## src/rtl/sc_resultreader.sv

```systemverilog
// Result-bus reader: captures {flags, data} on a strobe into a small FWFT FIFO,
// serves the head over valid/ready, and tracks dropped captures and sticky flags.
module sc_resultreader #(
  parameter int DATAWIDTH_BUS       = 32,
  parameter int FIFO_ADDR_WIDTH     = 2,
  parameter int DATAWIDTH_DROPCOUNT = 8
) (
  input  logic                           SC_RESULTREADER_CLOCK_50,
  input  logic                           SC_RESULTREADER_RESET_InLow,
  input  logic [DATAWIDTH_BUS-1:0]       SC_RESULTREADER_data_InBUS,
  input  logic                           SC_RESULTREADER_overflow_InLow,
  input  logic                           SC_RESULTREADER_carry_InLow,
  input  logic                           SC_RESULTREADER_negative_InLow,
  input  logic                           SC_RESULTREADER_zero_InLow,
  input  logic                           SC_RESULTREADER_capture_InLow,
  input  logic                           SC_RESULTREADER_ready_In,
  input  logic                           SC_RESULTREADER_dropclear_InLow,
  output logic [DATAWIDTH_BUS-1:0]       SC_RESULTREADER_data_OutBUS,
  output logic [3:0]                     SC_RESULTREADER_flags_OutBUS,
  output logic                           SC_RESULTREADER_valid_Out,
  output logic                           SC_RESULTREADER_full_Out,
  output logic [FIFO_ADDR_WIDTH:0]       SC_RESULTREADER_count_OutBUS,
  output logic [DATAWIDTH_DROPCOUNT-1:0] SC_RESULTREADER_dropcount_OutBUS,
  output logic [3:0]                     SC_RESULTREADER_sticky_OutBUS
);

  localparam int AW    = FIFO_ADDR_WIDTH;
  localparam int DC    = DATAWIDTH_DROPCOUNT;
  localparam int EW    = DATAWIDTH_BUS + 4;
  localparam int DEPTH = 1 << AW;
  localparam logic [AW:0] DEPTH_CNT = (AW+1)'(DEPTH);

  typedef enum logic [1:0] {
    ST_EMPTY   = 2'd0,
    ST_PARTIAL = 2'd1,
    ST_FULL    = 2'd2
  } state_t;

  logic          clk;
  logic          rst_n;
  logic [EW-1:0] mem_q [DEPTH];

  state_t        state_q, state_d;
  logic [AW-1:0] wr_ptr_q, wr_ptr_d;
  logic [AW-1:0] rd_ptr_q, rd_ptr_d;
  logic [AW:0]   count_q, count_d, count_after_pop;
  logic [EW-1:0] head_q, head_d;
  logic [DC-1:0] drop_q, drop_d;
  logic [3:0]    sticky_q, sticky_d;

  logic [3:0]    push_flags;
  logic [EW-1:0] push_entry;
  logic          push, pop, drop, accept, clear;

  assign clk        = SC_RESULTREADER_CLOCK_50;
  assign rst_n      = SC_RESULTREADER_RESET_InLow;
  assign push_flags = {SC_RESULTREADER_overflow_InLow, SC_RESULTREADER_carry_InLow,
                       SC_RESULTREADER_negative_InLow, SC_RESULTREADER_zero_InLow};
  assign push_entry = {push_flags, SC_RESULTREADER_data_InBUS};

  assign push   = ~SC_RESULTREADER_capture_InLow;
  assign pop    = (state_q != ST_EMPTY) & SC_RESULTREADER_ready_In;
  assign drop   = push & (state_q == ST_FULL) & ~pop;
  assign accept = push & ~drop;
  assign clear  = ~SC_RESULTREADER_dropclear_InLow;

  always_comb begin
    rd_ptr_d        = rd_ptr_q + AW'(pop);
    wr_ptr_d        = wr_ptr_q + AW'(accept);
    count_after_pop = count_q - (AW+1)'(pop);
    count_d         = count_after_pop + (AW+1)'(accept);

    // Head register is refilled from the next read slot, or straight from the
    // input when the buffer would otherwise run dry; it holds when empty.
    head_d = head_q;
    if (count_d != '0) begin
      if (count_after_pop == '0) begin
        head_d = push_entry;
      end else begin
        head_d = mem_q[rd_ptr_d];
      end
    end

    if (count_d == '0) begin
      state_d = ST_EMPTY;
    end else if (count_d == DEPTH_CNT) begin
      state_d = ST_FULL;
    end else begin
      state_d = ST_PARTIAL;
    end

    drop_d = drop_q;
    if (clear) begin
      drop_d = '0;
    end else if (drop && (drop_q != '1)) begin
      drop_d = drop_q + DC'(1);
    end

    sticky_d = sticky_q;
    if (clear) begin
      sticky_d = '0;
    end else if (accept) begin
      sticky_d = sticky_q | ~push_flags;
    end
  end

  // Storage carries no reset: stale words are unreachable once pointers clear.
  always_ff @(posedge clk) begin
    if (accept) begin
      mem_q[wr_ptr_q] <= push_entry;
    end
  end

  always_ff @(posedge clk) begin
    if (!rst_n) begin
      state_q  <= ST_EMPTY;
      wr_ptr_q <= '0;
      rd_ptr_q <= '0;
      count_q  <= '0;
      head_q   <= '0;
      drop_q   <= '0;
      sticky_q <= '0;
    end else begin
      state_q  <= state_d;
      wr_ptr_q <= wr_ptr_d;
      rd_ptr_q <= rd_ptr_d;
      count_q  <= count_d;
      head_q   <= head_d;
      drop_q   <= drop_d;
      sticky_q <= sticky_d;
    end
  end

  assign SC_RESULTREADER_data_OutBUS      = head_q[DATAWIDTH_BUS-1:0];
  assign SC_RESULTREADER_flags_OutBUS     = head_q[EW-1:DATAWIDTH_BUS];
  assign SC_RESULTREADER_valid_Out        = (state_q != ST_EMPTY);
  assign SC_RESULTREADER_full_Out         = (state_q == ST_FULL);
  assign SC_RESULTREADER_count_OutBUS     = count_q;
  assign SC_RESULTREADER_dropcount_OutBUS = drop_q;
  assign SC_RESULTREADER_sticky_OutBUS    = sticky_q;

endmodule
```

## config.mk

```make
export PLATFORM = sky130hd
export DESIGN_NAME = sc_resultreader
export DESIGN_NICKNAME = d
export VERILOG_FILES = /design/src/rtl/sc_resultreader.sv
export SDC_FILE = /design/constraint.sdc
export NUM_CORES = 1
export LEC_CHECK = 0
export CAP_MARGIN = 10
export CORE_ASPECT_RATIO = 2
export CORE_MARGIN = 5
export CORE_UTILIZATION = 49
export DETAILED_ROUTE_END_ITERATION = 6
export HOLD_SLACK_MARGIN = 0.02
export PLACE_DENSITY = 0.82
export SLEW_MARGIN = 15
export SYNTH_ARGS = -nofsm -noshare
export SYNTH_HDL_FRONTEND = slang
export SYNTH_SLANG_ARGS = --single-unit
export TNS_END_PERCENT = 5
```

## constraint.sdc

```tcl
create_clock -name SC_RESULTREADER_CLOCK_50 -period 4.55 [get_ports SC_RESULTREADER_CLOCK_50]
set_input_delay 0.6825 -clock SC_RESULTREADER_CLOCK_50 [delete_from_list [all_inputs] [get_ports SC_RESULTREADER_CLOCK_50]]
set_output_delay 0.6825 -clock SC_RESULTREADER_CLOCK_50 [all_outputs]
set_load 0.01 [all_outputs]
```

== After elaboration in Yosys (flattened, before gate mapping) ==
Memories as Yosys holds them, arrays and structs flattened.
Index checks and enable logic that the tools add are counted.

* Bits of input ports: 41
* Memories: 1
* Memory bits (writable): 144
* Register bits after elaboration: 57
* Word-level logic and storage cells: 37
* Output and inout port bits: 53

* Reductions and logical operators: 7
* Add/sub/neg operators: 5
* Equal/unequal tests: 3
* Muxes and demuxes: 4
* Bitwise logic cells: 10

{| class="wikitable"
|+ Memories
! memory !! depth !! width !! read ports !! clocked after memory_dff !! write ports !! line !! text
|-
| mem_q || 4 || 36 || 1 || 0 || 1 || 41 || <nowiki>logic [EW-1:0] mem_q [DEPTH];</nowiki>
|}

{| class="wikitable"
|+ Operator list
! cell !! number
|-
| $mux W36 || 1
|-
| $add A8 B1 Y8 const B || 1
|-
| $ne A8 B8 Y1 const B || 1
|-
| $logic_not A3 Y1 || 2
|-
| $add A2 B1 Y2 || 2
|-
| $and A1 B1 Y1 || 4
|-
| $not A1 Y1 || 4
|-
| $not A4 Y4 || 1
|-
| $or A4 B4 Y4 || 1
|-
| $add A3 B1 Y3 || 1
|-
| $eq A3 B3 Y1 const B || 1
|-
| $reduce_bool A3 Y1 || 1
|-
| $sub A3 B1 Y3 || 1
|-
| $eq A2 B2 Y1 const B || 1
|-
| $mux W1 || 2
|-
| $mux W2 || 1
|-
| $reduce_and A2 Y1 || 1
|-
| $reduce_bool A2 Y1 || 1
|-
| $reduce_or A2 Y1 || 1
|-
| $logic_and A1 B1 Y1 || 1
|}

== Depth between registers and ports, before layout ==
* Word-level depth: 9
* Mapped depth: 12
* Mapped depth without buffers: 10

== Worst setup path before layout ==
Ideal clock, no wire load.

* Kind: input -> register
* Start point: input port SC_RESULTREADER_ready_In
* End point: memory mem_q[1][0] (netlist bit) (enable)
* Required time: 4.066 ns
* Library setup time: 0.484 ns
* Arrival: 3.924 ns
* Path buffers: 1
* Stages on the path: 4
* Path slack: 0.142 ns
* Cell sequence: nor3b_1 -> or2_2 -> clkbuf_1 -> nor3b_1

* Longest elaborated chain between the ends: 7

{| class="wikitable"
|+ RTL lines
! item !! line !! text
|-
| start: declaration || 16 || <nowiki>input logic SC_RESULTREADER_ready_In,</nowiki>
|-
| $and A1 B1 Y1 || 62 || <nowiki>assign pop = (state_q != ST_EMPTY) & SC_RESULTREADER_ready_In;</nowiki>
|-
| $not A1 Y1 || 63 || <nowiki>assign drop = push & (state_q == ST_FULL) & ~pop;</nowiki>
|-
| $and A1 B1 Y1 || 63 ||
|-
| $not A1 Y1 || 64 || <nowiki>assign accept = push & ~drop;</nowiki>
|-
| $and A1 B1 Y1 || 64 ||
|-
| $mux W1 || 109 || <nowiki>if (accept) begin</nowiki>
|-
| $mux W1 (not written as such) || 110 || <nowiki>mem_q[wr_ptr_q] <= push_entry;</nowiki>
|-
| end: declaration || 41 ||
|}

No other way between the ends.

== Final worst setup path ==
* Start point: input port SC_RESULTREADER_ready_In
* End point: register head_q[25]

* Longest elaborated chain between the ends: 7
* Elaborated cells between the ends (all ways): 12
* Classes of those cells: add/sub (3); mux (1); bitwise (5); reduce/logical (2); memory (1)

{| class="wikitable"
|+ RTL lines
! item !! line !! text
|-
| $and A1 B1 Y1 * || 62 ||
|-
| branches (longest 4 deep; another with $sub A3 B1 Y3) || -- ||
|-
| $add A3 B1 Y3 * || 71 || <nowiki>count_d = count_after_pop + (AW+1)'(accept);</nowiki>
|-
| net count_d[1] || 46 || <nowiki>logic [AW:0] count_q, count_d, count_after_pop;</nowiki>
|-
| $reduce_bool A3 Y1 * || 76 || <nowiki>if (count_d != '0) begin</nowiki>
|-
| end signal: assignment || 120 || <nowiki>head_q <= '0;</nowiki>
|-
| end signal: assignment || 128 || <nowiki>head_q <= head_d;</nowiki>
|-
| end: declaration || 47 || <nowiki>logic [EW-1:0] head_q, head_d;</nowiki>
|}

Mark *: on every way through the listed nets, which the timed path passes.
A chain may end at the register's enable or synchronous reset.

==> flow_metrics.tcl <==
set metrics [dict create \
    wirelength_met1_um 5690 \
    period_minus_slack_ns 3.19 \
    final_hold_viol_count 0 \
    seq_power_share 0.418 \
    first_global_vias 4688 \
    netSwitchingFraction 0.301 \
    synth.ff_latch_count 201 \
    drt_first_pass_iters 4 \
    internal-power_uw 3870 \
    grt_first_pass_wirelength_um 25100 \
    cts_setup_buffers 0 \
    die_area_um2 18200 \
    max_freq_mhz 314 \
    std_cell_rows 64 \
    peakVddDrop_v 0.000428 \
    p_comb_frac 0.315 \
    syn-mean-instance-area_um2 16.9 \
    synth-main-ff-cell "sky130_fd_sc_hd__edfxtp_1" \
    fin_hold_ws_ns 0.477 \
    grt_antenna_before_repair 0 \
    ys_async_sr_fraction 0 \
    drt_iter0_drc 294 \
    critPathMaxFanout 36 \
    clk_path_buf_depth 3 \
    placement.io_buffers 93 \
    syn_inst 448 \
    synth_edf_count 144 \
    final.period_utilization 0.700 \
    ant_nets 0 \
    placement.setup.worst_slack_ns 0.899 \
    tritoncts.num_buffers 18 \
    final_antenna_diode_count 0 \
    setup_tns_ns 0 \
    placeableCoreArea_um2 15200 \
    nature_of_the_critical_path_startpoint "input pin" \
    wl_met2_um 8930 \
    floorplan.initialDensity 0.497 \
    met3_layer_wire_length_in_the_routed_design_um 900 \
    die_h_um 186 \
    timing.critical_path.to_type "flip-flop" \
    hold_path_class "flip-flop to flip-flop" \
    flow.area_growth_from_synthesis_pct 22.9 \
    cts.root.buffer_cell "sky130_fd_sc_hd__clkbuf_16" \
    synth_seq_area_share 0.723 \
    detailedPlacementHpwl_um 10100 \
    netlist_area_um2 7560 \
    cts-htree-levels 1 \
    die_width_um 97.8 \
    highest-signal-layer "met4" \
    place.gp.congestion 0.778 \
    timing.setup.critical_path_class "input pin to flip-flop" \
    worst_slack_ns 1.36 \
    finalClockSkew_ns 0.00778 \
    crit_path_end "head_q[25]" \
    synth.yosys.warnings 0 \
    setup_viol 0 \
    clkLatencyLatePin_ns 0.48 \
    cap_viol_max_count 0 \
    worst_ep_arrival_time_ns 3.60 \
    share_clk_of_total_power 0.267 \
    grt_start_max_net_pins 37 \
    finalMaxSlewViolations 0 \
    drive_above_1_share 0.158 \
    postPlaceCellArea_um2 8720 \
    dr_total_vias 4263 \
    synth_nets 495 \
    power.density_nw_per_um2 597 \
    via_per_inst 5.61 \
    required_ns 4.97 \
    overflow 0 \
    fin_area_um2 9290 \
    synth_cell_type_count 42 \
    reg_to_reg_setup_timing_slack_ns 1.42 \
    path_clk_slew_ns 0.07 \
    final.fill_count 1102 \
    r2r-start "state_q[0]" \
    cts_tree "done" \
    worst_slew_pin_slew_ns 0.966 \
    final_net_count 597 \
    postCtsResizedCells 0 \
    grt_usage 0.176 \
    worstSetupStartpoint "SC_RESULTREADER_ready_In" \
    run_status "completed" \
    drcViolationCount 0 \
    worst_r2r_endpoint "head_q[25]" \
    switchingPower_uw 1670 \
    reg2reg_depth 10 \
    io-pin-count 94 \
    slew_headroom 0.356 \
    final_util 0.611 \
    drt-wirelength-per-cell_um 21.0 \
    clock_sinks 201 \
    wl_um 15900 \
    cellLeakagePower_uw 0.00323 \
    holdBufCountCts 0 \
    unrepaired_setup_endpoints_after_global_routing "no" \
]
## flip-flops by register name, indices dropped and copies added (netlist names)
register	cells
SC_RESULTREADER_sticky_OutBUS	4
mem_q	144
SC_RESULTREADER_count_OutBUS	3
rd_ptr_q	2
wr_ptr_q	2
state_q	2
SC_RESULTREADER_dropcount_OutBUS	8
head_q	36
## worst max-delay path: stages
cell                              delay (ns)
sky130_fd_sc_hd__clkdlybuf4s50_1        0.49
sky130_fd_sc_hd__nor3b_1                0.23
sky130_fd_sc_hd__or2_2                  0.26
sky130_fd_sc_hd__inv_1                  0.10
sky130_fd_sc_hd__ha_1                   0.19
sky130_fd_sc_hd__ha_1                   0.32
sky130_fd_sc_hd__or2_2                  0.17
sky130_fd_sc_hd__o221a_2                0.80
sky130_fd_sc_hd__nand2_1                0.22
sky130_fd_sc_hd__nand2_1                0.12
## final cells by class
class | instances | area (µm²) | area share
clock buffer | 24 | 497 | 0.0535
clock inverter | 8 | 76.3 | 0.00822
timing repair buffer | 101 | 1000 | 0.108
tap | 198 | 248 | 0.0267
sequential | 201 | 5470 | 0.588
inverter | 6 | 22.5 | 0.00242
multi-input combinational | 222 | 1980 | 0.213
## power by group through the flow
stage          clock [µW]  combinational, µW  sequential, µW
6_report             1480               1750            2310
5_1_grt              1580               1910            2330
4_1_cts              1520               1780            2310
3_5_place_dp            0               1770            2350
3_3_place_gp            0               1700            2340
2_1_floorplan           0               1130            2390
## routing by layer
| layer | GRT usage | vias to the layer above |
|---|---|---|
| met5 | 0 | - |
| met4 | 0.0654 | 0 |
| met3 | 0.0338 | 32 |
| met2 | 0.333 | 138 |
| met1 | 0.195 | 2166 |
| li1 | - | 1927 |
## cells by family after synthesis
| logic type | synth area share |
|---|---|
| flip-flops | 0.723 |
| AND/OR/NAND/NOR | 0.0753 |
| XOR/XNOR | 0.00910 |
| adder cells (fa/ha/maj) | 0.00993 |
| buffers and inverters | 0.0212 |
| multiplexers | 0.109 |
| AO/OA/AOI/OAI | 0.0528 |
## metrics by stage
stage / std cells / power, µW
final: 760 / 5540
after global routing: 760 / 5820
after CTS: 760 / 5610
after detailed placement: 728 / 4120
after global placement: 728 / 4040
after floorplan: 448 / 3510
## worst min path at each step
stage	start	endpoint	slack, ns	cells after the start
finish	SC_RESULTREADER_sticky_OutBUS[1]	SC_RESULTREADER_sticky_OutBUS[1]	0.48	1
global route	SC_RESULTREADER_sticky_OutBUS[1]	SC_RESULTREADER_sticky_OutBUS[1]	0.50	1
CTS	SC_RESULTREADER_sticky_OutBUS[1]	SC_RESULTREADER_sticky_OutBUS[1]	0.48	1
detailed placement	SC_RESULTREADER_sticky_OutBUS[1]	SC_RESULTREADER_sticky_OutBUS[1]	0.46	1
global placement	SC_RESULTREADER_sticky_OutBUS[3]	SC_RESULTREADER_sticky_OutBUS[3]	0.47	1
floorplan	SC_RESULTREADER_sticky_OutBUS[0]	SC_RESULTREADER_sticky_OutBUS[0]	0.51	1
## placed cells by master, fill, tap and decap left out, types with 6 or more instances in the layout
cell                              count
sky130_fd_sc_hd__nor2_1               9
sky130_fd_sc_hd__a22oi_1             36
sky130_fd_sc_hd__clkbuf_16           19
sky130_fd_sc_hd__inv_1                6
sky130_fd_sc_hd__mux4_2              36
sky130_fd_sc_hd__and2_1               9
sky130_fd_sc_hd__edfxtp_1           144
sky130_fd_sc_hd__clkdlybuf4s50_1     93
sky130_fd_sc_hd__nand2_1             75
sky130_fd_sc_hd__dfxtp_1             57
sky130_fd_sc_hd__buf_4                7
## cell usage after synthesis (all sizes together) (2+ instances only)
cell type | n | area, µm²
a21oi | 2 | 10.0
a22oi | 36 | 270
and2 | 11 | 70.1
and3 | 4 | 26.3
buf | 17 | 130
clkbuf | 2 | 7.51
dfxtp | 57 | 1140
edfxtp | 144 | 4320
ha | 6 | 75.1
inv | 6 | 22.5
mux4 | 36 | 811
nand2 | 75 | 282
nand3 | 3 | 15.0
nand4 | 3 | 18.8
nor2 | 9 | 33.8
nor3 | 3 | 20.0
nor3b | 4 | 41.3
o21a | 5 | 37.5
o21ai | 3 | 15.0
o31ai | 2 | 15.0
or2 | 3 | 18.8
xnor2 | 2 | 17.5
xor2 | 3 | 26.3
(Power assumes the default switching activity.)
